<file path="src/rtl/ov7670_emulator.sv">
`default_nettype none
// ============================================================================
// Module  : ov7670_emulator
// Purpose : Replays a 176x144 RGB444 frame buffer as an OV7670-style
//           Vsync/Href/Data byte stream, two bytes per pixel.
// Revision: 1.0 - initial release
// ============================================================================
module ov7670_emulator #(
    parameter int H_ACTIVE    = 176,
    parameter int V_ACTIVE    = 144,
    parameter int H_BLANK     = 16,
    parameter int VSYNC_LINES = 3,
    parameter int V_BACK      = 2,
    parameter int V_FRONT     = 2
) (
    input  logic        Pclock,
    input  logic        Reset,
    input  logic        Enable,
    input  logic [11:0] PixelData,
    output logic [14:0] PAddress,
    output logic        Vsync,
    output logic        Href,
    output logic [7:0]  Data,
    output logic        FrameDone
);

    localparam int c_LINE_LEN = 2 * H_ACTIVE + H_BLANK;
    localparam int c_BW       = $clog2(c_LINE_LEN);
    localparam int c_LW       = $clog2(V_ACTIVE + VSYNC_LINES + V_BACK + V_FRONT);
    localparam int c_YW       = $clog2(V_ACTIVE);

    typedef enum logic [2:0] {
        S_IDLE   = 3'd0,
        S_VSYNC  = 3'd1,
        S_VBACK  = 3'd2,
        S_ACTIVE = 3'd3,
        S_VFRONT = 3'd4
    } state_t;

    state_t            r_state, w_state_nxt;
    logic [c_BW-1:0]   r_byte_cnt, w_byte_nxt;
    logic [c_LW-1:0]   r_line_cnt, w_line_nxt, w_last_line;
    logic [c_YW-1:0]   r_row, w_row_wrap;
    logic [c_BW-2:0]   w_pix;
    logic [14:0]       r_paddr, w_paddr_nxt;
    logic [7:0]        r_data;
    logic [3:0]        r_nibble;
    logic              r_vsync, r_href, r_frame_done;
    logic              w_line_end, w_period_end, w_href_nxt, w_first_byte, w_row_end;
    logic              w_done_nxt;

    // Next-state and counter advance; the output registers below are loaded
    // from these next values so every output lines up with r_state.
    always_comb begin
        w_state_nxt  = r_state;
        w_byte_nxt   = r_byte_cnt;
        w_line_nxt   = r_line_cnt;
        w_last_line  = c_LW'(V_FRONT - 1);
        w_line_end   = (r_byte_cnt == c_BW'(c_LINE_LEN - 1));
        case (r_state)
            S_VSYNC:  w_last_line = c_LW'(VSYNC_LINES - 1);
            S_VBACK:  w_last_line = c_LW'(V_BACK - 1);
            S_ACTIVE: w_last_line = c_LW'(V_ACTIVE - 1);
            default:  w_last_line = c_LW'(V_FRONT - 1);
        endcase
        w_period_end = w_line_end && (r_line_cnt == w_last_line);

        if (r_state == S_IDLE) begin
            if (Enable) begin
                w_state_nxt = S_VSYNC;
            end
        end else begin
            if (w_line_end) begin
                w_byte_nxt = '0;
                w_line_nxt = r_line_cnt + 1'b1;
            end else begin
                w_byte_nxt = r_byte_cnt + 1'b1;
            end
            if (w_period_end) begin
                w_line_nxt = '0;
                case (r_state)
                    S_VSYNC:  w_state_nxt = S_VBACK;
                    S_VBACK:  w_state_nxt = S_ACTIVE;
                    S_ACTIVE: w_state_nxt = S_VFRONT;
                    default:  w_state_nxt = Enable ? S_VSYNC : S_IDLE;
                endcase
            end
        end
    end

    // Pixel fetch: address of the following pixel is issued as the current
    // pixel's first byte goes out, giving the RAM two cycles of setup.
    always_comb begin
        w_href_nxt   = (w_state_nxt == S_ACTIVE) && (w_byte_nxt < c_BW'(2 * H_ACTIVE));
        w_first_byte = w_href_nxt && !w_byte_nxt[0];
        w_pix        = w_byte_nxt[c_BW-1:1];
        w_row_end    = (w_pix == (c_BW-1)'(H_ACTIVE - 1));
        w_row_wrap   = (r_row == c_YW'(V_ACTIVE - 1)) ? '0 : r_row + 1'b1;
        w_paddr_nxt  = w_row_end ? 15'(w_row_wrap) * 15'(H_ACTIVE)
                                 : 15'(r_row) * 15'(H_ACTIVE) + 15'(w_pix) + 15'd1;
        w_done_nxt   = (w_state_nxt == S_VFRONT)
                       && (w_byte_nxt == c_BW'(c_LINE_LEN - 1))
                       && (w_line_nxt == c_LW'(V_FRONT - 1));
    end

    always_ff @(posedge Pclock) begin
        if (Reset) begin
            r_state      <= S_IDLE;
            r_byte_cnt   <= '0;
            r_line_cnt   <= '0;
            r_row        <= '0;
            r_paddr      <= '0;
            r_data       <= '0;
            r_nibble     <= '0;
            r_vsync      <= 1'b0;
            r_href       <= 1'b0;
            r_frame_done <= 1'b0;
        end else begin
            r_state      <= w_state_nxt;
            r_byte_cnt   <= w_byte_nxt;
            r_line_cnt   <= w_line_nxt;
            r_vsync      <= (w_state_nxt == S_VSYNC);
            r_href       <= w_href_nxt;
            r_frame_done <= w_done_nxt;
            if (w_first_byte) begin
                r_data   <= PixelData[11:4];
                r_nibble <= PixelData[3:0];
                r_paddr  <= w_paddr_nxt;
                if (w_row_end) begin
                    r_row <= w_row_wrap;
                end
            end else if (w_href_nxt) begin
                r_data <= {r_nibble, 4'h0};
            end else begin
                r_data <= 8'h00;
            end
        end
    end

    assign PAddress  = r_paddr;
    assign Vsync     = r_vsync;
    assign Href      = r_href;
    assign Data      = r_data;
    assign FrameDone = r_frame_done;

endmodule
`default_nettype wire

</file>
<file path="config.mk">
export PLATFORM = sky130hd
export DESIGN_NAME = ov7670_emulator
export DESIGN_NICKNAME = d
export VERILOG_FILES = /design/src/rtl/ov7670_emulator.sv
export SDC_FILE = /design/constraint.sdc
export NUM_CORES = 1
export LEC_CHECK = 0
export CAP_MARGIN = 5
export CORE_MARGIN = 3
export CORE_UTILIZATION = 40
export DETAILED_ROUTE_END_ITERATION = 8
export PLACE_DENSITY = 0.61
export SETUP_SLACK_MARGIN = 0.05
export SYNTH_ARGS = -nofsm -noshare
export SYNTH_HDL_FRONTEND = slang
export SYNTH_SLANG_ARGS = --single-unit
</file>
<file path="constraint.sdc">
create_clock -name Pclock -period 7.1 [get_ports Pclock]
set_clock_uncertainty 0.1 [all_clocks]
set_input_delay 1.42 -clock Pclock [delete_from_list [all_inputs] [get_ports Pclock]]
set_output_delay 1.42 -clock Pclock [all_outputs]
set_load 0.005 [all_outputs]
</file>
Word level (Yosys, flattened, before mapping) --
Index checks and enable logic that the tools add are counted.
Operators by class: reduce and logical (&&, ||, !) cells 8, $mul 2, mux-type cells 15, $lt $le $gt $ge 1, add/sub/neg operators 5, equality and inequality tests 12
Operators with widths (count):
- $mux W8 | 6
- $mul A8 B4 Y11 const B | 2
- $eq A9 B9 Y1 const B | 2
- $mux W9 | 2
- $add A8 B1 Y8 const B | 2
- $eq A8 B8 Y1 const B | 2
- $pmux W8 S2 | 1
- $add A15 B1 Y15 const B | 1
- $add A15 B8 Y15 | 1
- $mux W15 | 1
- $add A9 B1 Y9 const B | 1
- $eq A3 B2 Y1 const B | 3
- $lt A9 B9 Y1 const B | 1
- $mux W3 | 3
- $pmux W3 S3 | 1
- $eq A8 B1 Y1 const B | 1
- $eq A8 B8 Y1 | 1
- $eq A3 B1 Y1 const B | 2
- $logic_and A1 B1 Y1 | 5
- $eq A3 B3 Y1 const B | 1
- $logic_not A3 Y1 | 1
- $reduce_and A2 Y1 | 1
- $logic_not A1 Y1 | 1
- $mux W1 | 1
Word-level totals: input port bits 15, register bits after elaboration 58, logic and storage cells 53

Logic depth before layout (Yosys ltp) --
Gate-level depths: netlist (run 1).
depth after elaboration 10, gate-level depth with buffers 16, mapped depth without buffers 16

Worst setup path after synthesis (run 1) --
No wires, ideal clock.
path kind reg-to-reg, start register r_row[0], end register r_paddr[14], in the netlist PAddress[14], slack 2699 ps, path buffers 0, stages on the path, launching flop included 16, data required time 6899 ps, clock period less this slack 4401 ps, arrival 4200 ps, cell sequence dfxtp_1 -> ha_1 -> nand3_1 -> nor4b_1 -> nor2_1 -> ha_1 -> fa_1 -> ha_1 -> a21o_1 -> a21oi_1 -> nor2b_1 -> o21a_1 -> o41ai_1 -> xnor2_1 -> o41a_1 -> o41ai_1
Between the ends: longest elaborated chain between the ends 4
RTL lines:
- from (decl) | RTL line 43 | logic [c_YW-1:0] r_row, w_row_wrap;
- from (signal assigned) | RTL line 130 | r_row <= w_row_wrap;
- $add A8 B1 Y8 / $eq A8 B8 Y1 (equally long branches) | RTL line 98 | w_row_wrap = (r_row == c_YW'(V_ACTIVE - 1)) ? '0 : r_row + 1'b1;
- $mux W8 (*) | RTL line 98
- via w_row_wrap[3] | RTL line 43
- $mul A8 B4 Y11 (*) | RTL line 99 | w_paddr_nxt = w_row_end ? 15'(w_row_wrap) * 15'(H_ACTIVE)
- $mux W15 (*) | RTL line 99
- to (signal assigned) | RTL line 128 | r_paddr <= w_paddr_nxt;
- to (decl) | RTL line 45 | logic [14:0] r_paddr, w_paddr_nxt;
Mark *: on every way through the listed nets, which the timed path passes. The rest lies on a longest branch. A chain may end at the register's enable or synchronous reset.

Final worst setup path (run 1) --
Same ends and word-level chain as after synthesis.

==> results of run 1 <==
[how the worst max path moves through the flow]
stage                         from           end  slack (ns)  depth (start not counted)
after global routing      r_row[0]  PAddress[14]        1.53                         15
after detailed placement  r_row[0]  PAddress[14]        2.07                         15
after CTS                 r_row[0]  PAddress[14]        2.03                         15
final                     r_row[0]  PAddress[14]        1.99                         15
after global placement    r_row[0]  PAddress[14]        2.34                         15
after floorplan           r_row[0]  PAddress[14]        2.70                         15
[flip-flops by register name (all words and copies together) (netlist names)]
register and cells:
Data 8, FrameDone 1, Href 1, PAddress 15, Vsync 1, r_byte_cnt 9, r_line_cnt 8, r_nibble 4
r_row 8, r_state 3
[where the power goes]
part	total [mW]	switching, mW	internal (mW)
Combinational	0.0276	0.0146	0.0130
Sequential	0.330	0.00336	0.327
Clock	0.315	0.144	0.171
[layer usage]
layer / global-route usage, % / up-vias / wire, um
met5: 0 / - / 0
met3: 3.48 / 11 / 496
met4: 5.35 / 0 / 138
met2: 26.8 / 83 / 4580
met1: 24.7 / 1759 / 5220
li1: - / 1901 / -
[through the flow]
| step | cells | hold WS (ns) | worst slack [ns] |
|---|---|---|---|
| global route | 703 | 0.383 | 1.53 |
| floorplan | 529 | 0.343 | 2.70 |
| global placement | 687 | 0.342 | 2.34 |
| detailed placement | 687 | 0.347 | 2.07 |
| CTS | 703 | 0.356 | 2.03 |
| finish | 703 | 0.355 | 1.99 |
[critical path: stages, from the launching register on]
cell	delay (ns)
dfxtp_1	0.52
ha_1	0.30
nand3_1	0.22
nor4b_1	0.86
nor2_1	0.28
ha_1	0.38
fa_1	0.46
ha_1	0.35
a21o_1	0.18
a21oi_1	0.26
nor2b_1	0.08
o21a_1	0.19
o41ai_1	0.32
xnor2_1	0.13
o41a_1	0.31
o41ai_1	0.06
[cells in the final DEF (no fill, tap or decap), types with 4 or more instances in the layout]
cell	synthesis	routed
a22oi_1	4	4
nand4_1	10	10
a211oi_1	4	4
nor2b_1	11	11
a21o_1	7	7
dfxtp_1	58	58
nor2_1	57	57
o31ai_1	4	4
a41oi_1	4	4
xor2_1	11	11
o21a_1	4	4
nand2_1	33	33
a21oi_1	29	29
or3_1	9	9
fa_1	10	10
nor3_1	15	15
and2_1	17	17
nand3_1	10	10
o21ai_0	9	9
mux2i_1	6	6
inv_1	51	51
o41ai_1	5	5
a22o_1	4	4
xnor2_1	40	40
ha_1	45	45
clkdlybuf4s50_1	0	40
clkbuf_8	0	10
[kinds of logic (layout without fill, tap and decap cells)]
group / count (synthesis) / in the layout
simple gates: 190 / 190
compound gates: 97 / 97
buf+inv: 72 / 110
flops: 58 / 58
fa+ha+maj: 55 / 55
xor+xnor: 51 / 51
mux: 6 / 6
[layout make-up]
| class | count | area, um2 |
|---|---|---|
| clock inverter | 6 | 66.3 |
| timing repair buffer | 43 | 423 |
| tap | 136 | 170 |
| inverter | 51 | 191 |
| fill | 1040 | 5410 |
| clock buffer | 10 | 138 |
| multi-input combinational | 399 | 3000 |
| sequential | 58 | 1160 |
==> impl_results.md, run 1 <==
* Design area at 5150 um2
* Worst hold stages at 2
* Hold EP: PAddress[10]
* Status: finished, final reports clean
* Biggest area consumer among synthesized cells: dfxtp_1
* Cell Pwr Density at 131 nW/um2
* Post-synthesis simple-gate area fraction at 23.1%
* Leakage at 2.24 nW
* Clk sink count at 58
* Actual slew at the worst max-slew pin at 0.975 ns
* Ys async rst share at 0%
* RSZ-0062 raised after global routing: false
* Synth warn at 0
* Placer congestion estimate at 0.841
* GR Overflow Total at 0
* ANT nets after route at 0
* Hold buffer count at CTS at 0
* DR WL/cell at 14.8 um
* #FFs+latches synth at 58
* ANT cells at 0
* Final Util at 48.8%
* DRT iter0 DRCs at 213
* CP Data Required Time at 7.25 ns
* Min cycle time layout at 5.11 ns
* Tot Pwr at 0.673 mW
* Synth cell types at 65
* Worst slew margin at 34.1%
* Vias in the first global route at 3,640
* Dpl cell area at 4940 um2
* Reg2reg path depth at 15
* Cts repair resizes at 0
* Hold WC Path Type: reg2reg
* Share of the synthesized area in the top cell type at 26.1%
* Syn-to-layout area delta at 15.6%
* Critical Path AT at 5.26 ns
* Pins Over Slew Limit at 0
* Buffers on Ports at 40
* Fmax at 196 MHz
* Final Routed Wirelength at 10,400 um
* Peak supply drop at 0.0930 mV
* Clock tree from TritonCTS: yes
* CP endpoint kind: register
* Final setup viols at 0
* Worst-path clk slew at 0.07 ns
* Layout net count at 632
* Share of cells above drive strength 1 at 6.53%
* Critical setup path kind: reg2reg
* CTS buffer count at 9
* Synth top area cells: dfxtp_1 (26%), ha_1 (13%), xnor2_1 (7.9%)
* Final setup TNS at 0 ns
* Clock latency on the worst-skew pair at 0.36 ns
* Core footprint at 10,600 um2
* Ys flop type: dfxtp_1
* Mapped Avg Cell Area at 8.42 um2
* Cells after synthesis at 529
* Dpl hpwl at 7940 um
* Clock buffer depth at 2
* Reg2Reg Launch Point: r_row[0]
* Global Route Usage Sum at 17.4%
* H-tree levels at 3
* Vias per Instance at 5.34
* Register area share after synthesis at 26.1%
* Xor and xnor fraction of the mapped netlist area at 10.0%
* Die Y at 111 um
* Post-synth top cells: dfxtp_1 (58), nor2_1 (57), inv_1 (51)
* Hold Fails Final Rpt at 0
* Initial core utilization at 42.2%
* Compound-Gate Fraction of Synth Area at 15.5%
* I/O pin cnt at 41
* Pin count of the biggest net entering global routing at 42
* Die W at 111 um
* Crit Path Max Fanout at 9
* Max-Cap Viols at 0
* Number of synthesized flops with an enable pin at 0
* Die area at 12,400 um2
* Largest family of logic cells by synthesized area: simple AND/OR/NAND/NOR gates
* Rows at 37
* Post-CTS setup buffers at 0
* Hold Startpoint: PAddress[10]
* Detailed-route DRC error count at 0
* Critical path launch point type: register
* Drt first pass iters at 4
* R2r endpoint: PAddress[14]
* Vias at 3,754
* Most frequent cell after synthesis: dfxtp_1
* First-pass GRT wire length at 17,800 um
* Clock root buffer: clkbuf_8
* Period utilization at 71.9%
* Mux contribution to synthesized area at 1.35%
* Reg-to-reg slack, setup at 1.99 ns
* Post-Syn Nets at 599
* Post-Syn Area at 4450 um2
* Post-Synth Adder-Cell Area at 17.1%
* Initial antenna violation count at 0
(Power assumes the default switching activity.)
==> run 2: changes to the inputs <==
--- a/config.mk
+++ b/config.mk
@@ -9,7 +9,7 @@
 export CORE_MARGIN = 3
 export CORE_UTILIZATION = 40
 export DETAILED_ROUTE_END_ITERATION = 8
-export PLACE_DENSITY = 0.61
+export PLACE_DENSITY = 0.63
 export SETUP_SLACK_MARGIN = 0.05
 export SYNTH_ARGS = -nofsm -noshare
 export SYNTH_HDL_FRONTEND = slang
==> constraint.sdc (replaced) <==
create_clock -name Pclock -period 4.6 [get_ports Pclock]
set_clock_uncertainty 0.1 [all_clocks]
set_input_delay 0.92 -clock Pclock [delete_from_list [all_inputs] [get_ports Pclock]]
set_output_delay 0.92 -clock Pclock [all_outputs]
set_load 0.005 [all_outputs]
==> impl_results.md, run 2 (synthesized netlist as in run 1, its figures left out) <==
* Status: finished, final reports clean
* Layout net count at 635 (+0.47%)
* Syn-to-layout area delta at 15.6% (about the same)
* H-tree levels at 3 (unchanged)
* Design area at 5140 um2 (about the same)
* Clock buffer depth at 2 (unchanged)
* Clock latency on the worst-skew pair at 0.35 ns (about the same)
* Period utilization at 90.6% (+19 points)
* Critical setup path kind: reg2reg
* Hold Fails Final Rpt at 0 (unchanged)
* Vias in the first global route at 3,752 (+3.1%)
* Worst slew margin at 60.1% (+26 points)
* Fmax at 240 MHz (+23%)
* Most Crowded Layer GR: met2
* DRT iter0 DRCs at 207 (-2.8%)
* I/O pin cnt at 41 (unchanged)
* ANT cells at 0 (unchanged)
* Actual slew at the worst max-slew pin at 0.598 ns (-0.377 ns)
* Met3 Use GR at 4.13% (+0.65 points)
* ANT nets after route at 0 (unchanged)
* Placer congestion estimate at 0.825 (-2.0%)
* Most frequent cells in the layout: dfxtp_1 (57), nor2_1 (57), inv_1 (51)
* Post-CTS setup buffers at 0 (unchanged)
* Min cycle time layout at 4.17 ns (-0.940 ns)
* Met2 usage in global routing at 28.3% (+1.6 points)
* Clk sink count at 58 (unchanged)
* Worst-path clk slew at 0.07 ns (about the same)
* Peak supply drop at 0.130 mV (+40%)
* Clk network pwr share at 44.0% (-2.8 points)
* Final setup viols at 0 (unchanged)
* Detailed-route DRC error count at 0 (unchanged)
* Max-Cap Viols at 0 (unchanged)
* Met1 Usage GRT at 20.7% (-3.9 points)
* RSZ-0062 raised after global routing: false
* DR WL/cell at 14.2 um (-4.6%)
* Vias at 3,744 (-0.27%)
* Share of cells above drive strength 1 at 7.19% (+0.67 points)
* Internal power at 0.734 mW (+44%)
* Drt first pass iters at 4 (unchanged)
* Clock root buffer: clkbuf_8
* CP endpoint kind: register
* Dpl hpwl at 7680 um (-3.2%)
* Pins Over Slew Limit at 0 (unchanged)
* Core footprint at 10,600 um2 (unchanged)
* Dpl cell area at 4960 um2 (+0.46%)
* Final Routed Wirelength at 9990 um (-4.2%)
* Hold WC Path Type: reg2reg
* Largest register FFs at 15 (unchanged)
* GR Overflow Total at 0 (unchanged)
* Switch Pwr at 0.253 mW (+56%)
* Combinational power share at 4.4% (+0.3 points)
* Rows at 37 (unchanged)
* Critical path launch point type: register
* Global Route Usage Sum at 16.7% (-0.69 points)
* First-pass GRT wire length at 17,500 um (-1.9%)
* Hold buffer count at CTS at 0 (unchanged)
* Vias per Instance at 5.30 (-0.69%)
* Die W at 111 um (unchanged)
* CTS buffer count at 9 (unchanged)
* Leakage at 2.25 nW (+0.26%)
* Die area at 12,400 um2 (unchanged)
* Critical Path AT at 4.31 ns (-0.95 ns)
* Buffers on Ports at 40 (unchanged)
* Clock tree from TritonCTS: yes
* Die Y at 111 um (unchanged)
* CP Data Required Time at 4.75 ns (-2.50 ns)
* Initial core utilization at 42.2% (unchanged)
* Final setup TNS at 0 ns (unchanged)
* Cell Pwr Density at 192 nW/um2 (+47%)
* Sequential Power Share at 51.6% (+2.5 points)
* Initial antenna violation count at 0 (unchanged)
* Switching power share of the total at 25.6% (+1.6 points)
* Layout fillers at 1,000 (-3.8%)
* Crit Path Max Fanout at 9 (unchanged)
* Pin count of the biggest net entering global routing at 29 (-31%)
run 2: cell types whose count changed in the layout (fill, tap and decap cells not counted):
cell	previous run	this run
dfxtp_1	58	57
bufinv_16	1	0
clkinv_2	1	2
clkinv_4	1	0
buf_4	3	6
dfxtp_2	0	1
inv_6	0	1
run 2: final timing paths:
path / startpoint / to / slack [ns] / cells past startpoint
worst max-delay path: r_row[0] / PAddress[14] / 0.43 / 16
worst min register to register: PAddress[7] / PAddress[7] / 0.36 / 2
worst max register to register: r_row[0] / PAddress[14] / 0.43 / 16
worst min-delay path: PAddress[7] / PAddress[7] / 0.36 / 2
run 2: final cells by class:
class | instances | area (um2) | share of cell area [%]
Clock inverter | 6 | 41.3 | 0.803
Clock buffer | 10 | 138 | 2.68
Timing Repair Buffer | 46 | 445 | 8.66
Inverter | 51 | 191 | 3.72
Multi-Input combinational cell | 399 | 3000 | 58.2
Tap cell | 136 | 170 | 3.31
Sequential cell | 58 | 1160 | 22.6
run 2: layer usage:
metal,up-vias,share of wire (%)
met3,19,3.8
met4,0,2.3
met5,-,0
met2,66,47
met1,1750,46
li1,1909,-
run 2: repair_timing:
item,in CTS,in global routing
hold endpoints to repair,0,0
resized for setup,0,1
endpoints found under the setup margin,0,1
run 2: worst max-delay path, cell delays in order (launching register included):
cell     delay, ns
dfxtp_2       0.42
ha_1          0.26
nand3_1       0.12
nor4b_1       0.31
buf_4         0.21
nor2_1        0.08
ha_1          0.31
ha_1          0.32
fa_1          0.46
a21o_1        0.19
a21oi_1       0.22
nor2b_1       0.08
o21a_1        0.18
o41ai_1       0.31
xnor2_1       0.13
o41a_1        0.31
o41ai_1       0.06
run 2: power by group through the flow:
stage | Sequential [mW] | Clock (mW) | Combinational, mW
after CTS | 0.509 | 0.448 | 0.0433
after floorplan | 0.518 | 0 | 0.0239
after detailed placement | 0.521 | 0 | 0.0428
after global placement | 0.521 | 0 | 0.0427
final | 0.509 | 0.434 | 0.0430
after global routing | 0.510 | 0.468 | 0.0478
run 2: per-stage QoR:
stage	setup slack (ns)	hold slack, ns	cells	util, %	power (mW)
3_5_place_dp	0.325	0.349	690	47.0	0.564
6_report	0.432	0.358	706	48.7	0.987
3_3_place_gp	0.446	0.343	690	47.0	0.564
5_1_grt	0.0952	0.386	706	48.7	1.03
2_1_floorplan	0.199	0.343	529	-	0.542
4_1_cts	0.287	0.359	706	48.7	1.00
==> run 3: changes to the inputs <==
--- a/config.mk
+++ b/config.mk
@@ -9,8 +9,10 @@
 export CORE_MARGIN = 3
 export CORE_UTILIZATION = 40
 export DETAILED_ROUTE_END_ITERATION = 8
+export GPL_TIMING_DRIVEN = 0
 export PLACE_DENSITY = 0.63
 export SETUP_SLACK_MARGIN = 0.05
 export SYNTH_ARGS = -nofsm -noshare
 export SYNTH_HDL_FRONTEND = slang
 export SYNTH_SLANG_ARGS = --single-unit
+export TNS_END_PERCENT = 1
==> constraint.sdc (replaced) <==
create_clock -name Pclock -period 4.6 [get_ports Pclock]
set_clock_uncertainty 0.1 [all_clocks]
set_input_delay 0.92 -clock Pclock [delete_from_list [all_inputs] [get_ports Pclock]]
set_output_delay 0.92 -clock Pclock [all_outputs]
set_load 0.05 [all_outputs]
==> impl_results.md, run 3 (synthesized netlist as in run 1, its figures left out) <==
* Status: finished, final reports clean
* Vias at 3,847 (+2.8%)
* Final setup TNS at 0 ns (unchanged)
* Initial antenna violation count at 0 (unchanged)
* Die area at 12,400 um2 (unchanged)
* Crit Path Max Fanout at 9 (unchanged)
* Buffers on Ports at 39 (-2.5%)
* Clock root buffer: clkbuf_8
* Die Y at 111 um (unchanged)
* Slowest stage cell, crit path: fa_1
* Fin cells at 721 (+2.1%)
* Critical path launch point type: register
* Fmax at 232 MHz (-3.2%)
* Hold Fails Final Rpt at 0 (unchanged)
* Hold WC Path Type: reg2reg
* Clock latency on the worst-skew pair at 0.35 ns (about the same)
* Pins Over Slew Limit at 0 (unchanged)
* Vias in the first global route at 3,891 (+3.7%)
* ANT nets after route at 0 (unchanged)
* GR Overflow Total at 0 (unchanged)
* Pin count of the biggest net entering global routing at 12 (-59%)
* H-tree levels at 3 (unchanged)
* Dpl hpwl at 8210 um (+6.9%)
* ANT cells at 0 (unchanged)
* Global Route Usage Sum at 17.8% (+1.1 points)
* Most frequent cells in the layout: dfxtp_1 (57), nor2_1 (57), inv_1 (51)
* Critical Path AT at 4.46 ns (+0.15 ns)
* Delay-heaviest family, CP: adder cells
* Rows at 37 (unchanged)
* DR WL/cell at 14.9 um (+5.1%)
* Max-Cap Viols at 0 (unchanged)
* Clock tree from TritonCTS: yes
* CP peak stage delay at 0.48 ns (+0.02 ns)
* Leakage at 2.32 nW (+3.0%)
* Placer congestion estimate at 0.843 (+2.3%)
* Cell Pwr Density at 199 nW/um2 (+3.9%)
* Peak supply drop at 0.204 mV (+57%)
* Clock buffer depth at 2 (unchanged)
* Critical setup path kind: reg2reg
* Vias per Instance at 5.34 (+0.61%)
* Min cycle time layout at 4.31 ns (+0.140 ns)
* Die W at 111 um (unchanged)
* Final Routed Wirelength at 10,700 um (+7.3%)
* CP Data Required Time at 4.75 ns (about the same)
* Initial core utilization at 42.2% (unchanged)
* Placed insts at 704 (+2.0%)
* Worst-path clk slew at 0.07 ns (about the same)
* Worst slew margin at 45.4% (-15 points)
* Final setup viols at 0 (unchanged)
* DRT iter0 DRCs at 213 (+2.9%)
* Detailed-route DRC error count at 0 (unchanged)
* Largest register FFs at 15 (unchanged)
* Clk sink count at 58 (unchanged)
* Layout net count at 650 (+2.4%)
* Actual slew at the worst max-slew pin at 0.813 ns (+0.214 ns)
* Share of cells above drive strength 1 at 9.06% (+1.9 points)
* Final Util at 49.8% (+1.0 points)
* Hold buffer count at CTS at 0 (unchanged)
* Worst-path cell chain: ha_2 -> nand3_2 -> nor4b_4 -> buf_4 -> nor2_1 -> ha_1 -> fa_1 -> ha_1 -> a21o_1 -> a21oi_1 -> nor2b_1 -> o21a_1 -> o41ai_2 -> xnor2_1 -> o41a_1 -> o41ai_1
* I/O pin cnt at 41 (unchanged)
* CP endpoint kind: register
* CTS buffer count at 9 (unchanged)
* Drt first pass iters at 4 (unchanged)
* Syn-to-layout area delta at 18.0%
* RSZ-0062 raised after global routing: false
* Period utilization at 93.6% (+3.0 points)
* Most used cell, CP: ha_1
* First-pass GRT wire length at 18,300 um (+4.7%)
* CP bufs+invs at 1 (unchanged)
* Core footprint at 10,600 um2 (unchanged)
run 3: per-stage QoR:
step	hold slack (ns)	instance area [um2]	worst slack (ns)	power, mW
after floorplan	0.343	4450	0.199	0.544
after global placement	0.344	5010	-0.639	0.567
after detailed placement	0.348	5010	-0.680	0.568
after CTS	0.359	5240	0.0574	1.06
after global routing	0.378	5260	0.0693	1.08
final	0.356	5260	0.293	1.05
run 3: power by group:
part / switching, mW / internal (mW) / leakage [nW]
clock network: 0.226 / 0.264 / 0.0945
registers: 0.00346 / 0.504 / 0.468
logic: 0.0286 / 0.0203 / 1.75
run 3: layout make-up:
cell class / count / area [um2]
Buffer: 21 / 111
Clock buffer: 10 / 138
Clock inverter: 6 / 66.3
Fill cell: 998 / 5300
Inverter: 51 / 191
Multi-Input combinational cell: 399 / 3020
Sequential cell: 58 / 1160
Tap cell: 136 / 170
Timing Repair Buffer: 40 / 398
run 3: worst paths after layout:
kind          startpoint            to  slack (ns)  cells after the start
min reg2reg  PAddress[0]   PAddress[0]        0.36                      2
max reg2reg     r_row[0]  PAddress[14]        0.29                     16
max             r_row[0]  PAddress[14]        0.29                     16
min          PAddress[0]   PAddress[0]        0.36                      2
run 3: tightest hold or removal path, cell delays in order, from the launching register on:
cell	delay, ns
dfxtp_1	0.31
nand2_1	0.05
a21oi_1	0.05
run 3: what timing repair did:
item                                    CTS  global route
gates resized for setup                   3             3
endpoints found under the setup margin    5             3
buffers inserted                          1             0
pin swaps                                 1             0
run 3: metal layers:
metal	wire length, um	global-route usage, %	vias to the layer above	part of all wire [%]
met2	5090	29.6	78	47
met3	491	4.73	28	4.6
li1	-	-	1936	-
met4	311	6.73	0	2.9
met1	4830	22.2	1805	45
met5	0	0	-	0
